$ cat src/rtl/tt_um_counter_param.sv
// Parameterised up/down modulo counter with prescaler, load, clear,
// wrap/saturate mode, a one-cycle wrap pulse and a sticky limit flag.
//
// Ports:
//   clk       rising-edge clock
//   reset_n   asynchronous active-low reset
//   en        count enable (also gates the prescaler)
//   up        direction, 1 = increment, 0 = decrement
//   load      synchronous load of load_val (clamped to MODULO-1)
//   load_val  value to load
//   clear     synchronous clear (highest priority)
//   count     registered count value
//   wrap      registered one-cycle pulse on each wrap event
//   ovf       registered sticky limit-hit flag
//   at_max    count == MODULO-1
//   at_zero   count == 0
module tt_um_counter_param #(
    parameter int WIDTH    = 8,
    parameter int MODULO   = 256,
    parameter int PRESCALE = 1,
    parameter int SATURATE = 0
) (
    input  logic             clk,
    input  logic             reset_n,
    input  logic             en,
    input  logic             up,
    input  logic             load,
    input  logic [WIDTH-1:0] load_val,
    input  logic             clear,
    output logic [WIDTH-1:0] count,
    output logic             wrap,
    output logic             ovf,
    output logic             at_max,
    output logic             at_zero
);

    localparam int PW = (PRESCALE > 1) ? $clog2(PRESCALE) : 1;
    localparam logic [WIDTH-1:0] MAX = WIDTH'(MODULO - 1);
    localparam logic [PW-1:0] PLAST = PW'(PRESCALE - 1);

    logic [WIDTH-1:0] count_q, count_d;
    logic [PW-1:0]    pre_q, pre_d;
    logic             wrap_q, wrap_d;
    logic             ovf_q, ovf_d;
    logic             pre_last;

    assign pre_last = (pre_q == PLAST);

    always_comb begin
        count_d = count_q;
        pre_d   = pre_q;
        ovf_d   = ovf_q;
        wrap_d  = 1'b0;
        if (clear) begin
            count_d = '0;
            pre_d   = '0;
            ovf_d   = 1'b0;
        end else if (load) begin
            // MAX < 2^WIDTH, so a same-width compare clamps correctly
            count_d = (load_val > MAX) ? MAX : load_val;
            pre_d   = '0;
            ovf_d   = 1'b0;
        end else if (en) begin
            pre_d = pre_last ? '0 : pre_q + PW'(1);
            if (pre_last) begin
                if (up) begin
                    if (count_q == MAX) begin
                        ovf_d = 1'b1;
                        if (SATURATE == 0) begin
                            count_d = '0;
                            wrap_d  = 1'b1;
                        end
                    end else begin
                        count_d = count_q + WIDTH'(1);
                    end
                end else begin
                    if (count_q == '0) begin
                        ovf_d = 1'b1;
                        if (SATURATE == 0) begin
                            count_d = MAX;
                            wrap_d  = 1'b1;
                        end
                    end else begin
                        count_d = count_q - WIDTH'(1);
                    end
                end
            end
        end
    end

    always_ff @(posedge clk or negedge reset_n) begin
        if (!reset_n) begin
            count_q <= '0;
            pre_q   <= '0;
            wrap_q  <= 1'b0;
            ovf_q   <= 1'b0;
        end else begin
            count_q <= count_d;
            pre_q   <= pre_d;
            wrap_q  <= wrap_d;
            ovf_q   <= ovf_d;
        end
    end

    assign count   = count_q;
    assign wrap    = wrap_q;
    assign ovf     = ovf_q;
    assign at_max  = (count_q == MAX);
    assign at_zero = (count_q == '0);

endmodule
$ cat config.mk
export PLATFORM = sky130hd
export DESIGN_NAME = tt_um_counter_param
export DESIGN_NICKNAME = d
export VERILOG_FILES = /design/src/rtl/tt_um_counter_param.sv
export SDC_FILE = /design/constraint.sdc
export NUM_CORES = 1
export LEC_CHECK = 0
export ABC_AREA = 1
export BUFFER_PORTS_ARGS = -buffer_cell sky130_fd_sc_hd__clkbuf_2
export CAP_MARGIN = 20
export CORE_UTILIZATION = 35
export DETAILED_ROUTE_END_ITERATION = 8
export SLEW_MARGIN = 20
export SYNTH_ARGS = -nofsm -noshare
export SYNTH_HDL_FRONTEND = slang
export SYNTH_SLANG_ARGS = --single-unit
$ cat constraint.sdc
create_clock -name clk -period 1.7 [get_ports clk]
set_input_delay 0.085 -clock clk [delete_from_list [all_inputs] [get_ports clk]]
set_output_delay 0.085 -clock clk [all_outputs]
set_load 0.005 [all_outputs]
* Yosys cells after proc, flatten, opt, wreduce, memory -nomap -nowiden *
Index checks and enable logic that the tools add are counted.

storage, ports and cells
  output and inout port bits = 12
  word-level logic and storage cells = 42
  register bits after elaboration = 11
  input bits = 14

cells by class
  order comparisons = 1
  equality and inequality tests = 3
  $add $sub $neg = 3
  reductions and logical operators = 5
  multiplexer cells = 26

operators by type and width
  kind                                               count
  two-way mux 8 bit                                  8
  two-way mux 1 bit                                  18
  adder 8 x 1 -> 8 bit (second input constant)       1
  equality test 8 bit (second input constant)        1
  > comparator 8 bit (second input constant)         1
  zero test 8 bit                                    1
  subtractor 8 x 1 -> 8 bit (second input constant)  1
  != test 4 x 1 -> 1 bit (second input constant)     1
  AND reduction 4 bit                                1
  nonzero test 4 bit                                 1
  != test 3 bit (second input constant)              1
  nonzero test 3 bit                                 1
  AND reduction 2 bit                                1
  adder 1 bit (second input constant)                1

* Depth between registers and ports, before layout *
  depth after elaboration = 7
  gate-level depth with buffers = 10
  mapped depth without buffers = 10

* Worst setup path before layout *
No wires, ideal clock.

  kind = register to register
  start = reg count_q[0] (netlist: count[0])
  end = reg count_q[6] (netlist: count[6])
  cell stages (with the launch flop) = 11
  setup time = 65 ps
  data arrival time = 1,260 ps
  setup slack = 375 ps
  cell sequence = dfrtp_1 inv_1 ha_1 nand3_1 nor2_4 nor2_1 nand2_1 nand2_1 nand2_1 nand2_1 nand2_1

between the ends
  word-level cells in the longest chain between the ends = 7
  elaborated cells on any way between the ends = 11

ends and longest elaborated chain
  item                      line  text
  start: declaration        41    logic [WIDTH-1:0] count_q, count_d;
  start signal: assignment  98    count_q <= count_d;
  zero test 8 bit           -
  via at_zero               34    output logic at_zero
  two-way mux 8 bit         77    if (count_q == '0) begin
  two-way mux 8 bit         66    if (up) begin
  two-way mux 8 bit         65    if (pre_last) begin
  two-way mux 8 bit         63    end else if (en) begin
  two-way mux 8 bit         58    end else if (load) begin
  two-way mux 8 bit         54    if (clear) begin

The timed path passes the listed nets, and every way through them passes these cells. The select of a mux whose other input is x is not followed.
A chain may end at the register's enable or synchronous reset.

* Final worst setup path *
  start = reg count_q[0] (netlist: count[0])
  end = out at_zero

between the ends
  word-level cells in the longest chain between the ends = 1

ends and longest elaborated chain
  item              line  text
  zero test 8 bit   109   assign at_zero = (count_q == '0);
  end: declaration  34

No other way between the ends.

==> flow_metrics.tcl <==
set metrics [dict create \
    ir_drop_uv 435.2 \
    gp_routability_congestion 0.8883 \
    fill_cells 291 \
    status "completed" \
    final_cells 209 \
    rsz0062_at_grt "false" \
    fin_skew_ns 0.005235 \
    clkSlewWorstSetupHoldPaths_ns 0.07 \
    synth-xor-area-share 0.01806 \
    ys_types 20 \
    worstSetupStartpoint "count[0]" \
    initial_core_util 0.3810 \
    reg2regPathDepth 10 \
    ioPinCount 26 \
    setup_viol 0 \
    hold_viol_final 0 \
    yosysTopAreaCell "dfrtp_1" \
    cts_setup_buffers 0 \
    fin_crit_sh 0.9267 \
    core-area_um2 2545 \
    synthCells 152 \
    worstHoldStart "en" \
    synthesis.area_um2 969.7 \
    drt_iter0_drc 33 \
    drc 0 \
    crit_fanout 6 \
    dieArea_um2 2985 \
    synth_compound_area_frac 0.04000 \
    num_rows 18 \
    tritoncts "built" \
    post-route-util 0.4484 \
    synth_top_family_by_area "simple AND/OR/NAND/NOR gates" \
    powerDensity_nw_per_um2 701.5 \
    r2r_end "count[6]" \
    routed-via-count 1020 \
    cp_cell_sequence "inv_1 > ha_1 > nand3_1 > nor2_4 > clkbuf_2" \
    diodes 0 \
    drt_pre_antenna_iters 4 \
    slew_violations 0 \
    wl_um 2423 \
    synth-simple-area-share 0.5329 \
    synthAdderAreaFrac 0.03871 \
    setup_tns_ns 0 \
    grt_max_degree 12 \
    crit_buf_inv 2 \
    dpl.cell_count 204 \
    synth_nets 169 \
    numCtsBuffers 3 \
    ctsHoldBuffers 1 \
    slowest_delay_ns 0.43 \
    synthTopCellsByArea "dfrtp_1 (26%), nand2_1 (19%), nand3_1 (10%)" \
    avgSynthCellArea_um2 6.379 \
    ys_seq_elements 10 \
    cts_root_buffer "clkbuf_4" \
    grt_use_total 0.1917 \
    ys_warn_count 0 \
    reg2reg_from "count[0]" \
    antenna_left 0 \
    cp_slowest_cell "dfrtp_1" \
    multi_input_area_um2 610.6 \
    start_kind "flip-flop" \
    synth.top_cell.area_share 0.2581 \
    routed_via_density 4.880 \
    post-route-min-period_ns 1.575 \
    required_ns 1.62 \
    rrSetupSlack_ns 0.20 \
    htreeDepth 1 \
    cap_violations 0 \
    clock_path_buffers 2 \
    cp_top_family "flip-flops" \
    max_freq_ghz 0.6348 \
    crit_cells 5 \
    cp.arrival_ns 1.49 \
    layout-drive-gt1-share 0.2682 \
    antenna_found_initial 0 \
    die_y_um 54.64 \
    num-nets-final 197 \
    tightest_slew_ns 0.4038 \
    post_drt_wl_per_cell_um 11.59 \
    ys_seq_area_frac 0.2581 \
    grt_pass1_vias 939 \
    io_buffers 25 \
    cts_resized 0 \
    holdCritPathClass "input port to flip-flop" \
    crit_type "flip-flop to output pin" \
    maxSlewHeadroom 0.7298 \
    area_delta_synth_final_pct 17.68 \
    cts.sinks 10 \
    regArea_um2 250.2 \
    crit_end "at_zero" \
    whs_ns 0.07723 \
    endpoint_kind "output pin" \
    overflow 0 \
    power.leakage_nw 0.6175 \
    clk_latency_ns 0.26 \
    dp_hpwl_um 1970 \
    grt_pass1_wl_um 4077 \
    die_w_um 54.64 \
    synth_mux_area_frac 0 \
]
synth_stat cells:
| cell | number |
|---|---|
| nand2_2 | 3 |
| or2_1 | 1 |
| nor3_2 | 1 |
| nand3_1 | 20 |
| buf_6 | 4 |
| nor2_4 | 4 |
| nand4_1 | 3 |
| inv_2 | 3 |
| ha_1 | 3 |
| xor2_1 | 1 |
| nand3_2 | 3 |
| o21ai_0 | 5 |
| dfrtp_1 | 10 |
| nor2_2 | 4 |
| o2111ai_1 | 1 |
| nor2_1 | 20 |
| inv_1 | 14 |
| o21ai_1 | 1 |
| nand2_1 | 50 |
| xnor2_1 | 1 |
metal layers:
layer  global-route usage  part of all wire
met1               0.2618              0.48
met2               0.2952              0.47
met3              0.01667             0.037
met4               0.1026            0.0050
met5                    0                 0
stage by stage:
stage	total power, W	setup slack [ns]	area (µm²)
after floorplan	0.0005147	0.3748	969.7
after global placement	0.0005880	0.2768	1095
after detailed placement	0.0005928	0.2240	1095
final	0.0008004	0.1246	1141
after CTS	0.0008124	0.1191	1141
after global routing	0.0008613	0.06837	1141
state kept, by name, indices dropped and copies added, names as in the netlist:
| signal | flops |
|---|---|
| count | 8 |
| wrap | 1 |
| ovf | 1 |
how the worst min path moves through the flow:
| stage | end | depth (start not counted) |
|---|---|---|
| floorplan | count[0] | 0 |
| global route | wrap | 3 |
| CTS | wrap | 3 |
| detailed placement | count[4] | 1 |
| finish | wrap | 3 |
| global placement | count[7] | 1 |
placed cells by master (no fill, tap or decap):
master	instances
nand2_1	50
clkbuf_2	25
nand3_1	20
nor2_1	20
inv_1	14
dfrtp_1	10
o21ai_0	5
nor2_2	4
nor2_4	4
inv_2	3
nand2_2	3
nand3_2	3
nand4_1	3
ha_1	3
clkbuf_4	3
nor3_2	1
or2_1	1
xor2_1	1
xnor2_1	1
o21ai_1	1
o2111ai_1	1
clkbuf_8	1
dlygate4sd3_1	1
buf_4	1
power by group:
part / leakage, nW / switching [W] / internal [W]
sequential: 0.131 / 0.0000482 / 0.000259
combinational: 0.466 / 0.000169 / 0.000112
clock: 0.0210 / 0.0000814 / 0.000130
total: 0.618 / 0.000299 / 0.000501
logic make-up after synthesis:
| kind of cell | Yosys count |
|---|---|
| AOI/OAI and AO/OA | 7 |
| xor gates and xnor gates | 2 |
| adders and majority gates | 3 |
| buffers and inverters | 21 |
| DFF | 10 |
| and+or+nand+nor | 109 |
final cells by class:
cell class              instances  share of cell area
clock buffers                   4             0.03180
inverters                      17             0.05592
multi-input cells             121              0.5351
flip-flops and latches         10              0.2193
well taps                      30             0.03289
repair buffers                 27              0.1250
tightest hold or removal path, delay by kind of cell:
kind          cells  cell delay (ns)
buf+inv           2             0.14
simple gates      1             0.08
No activity file was read; power rests on OpenSTA's default activity.
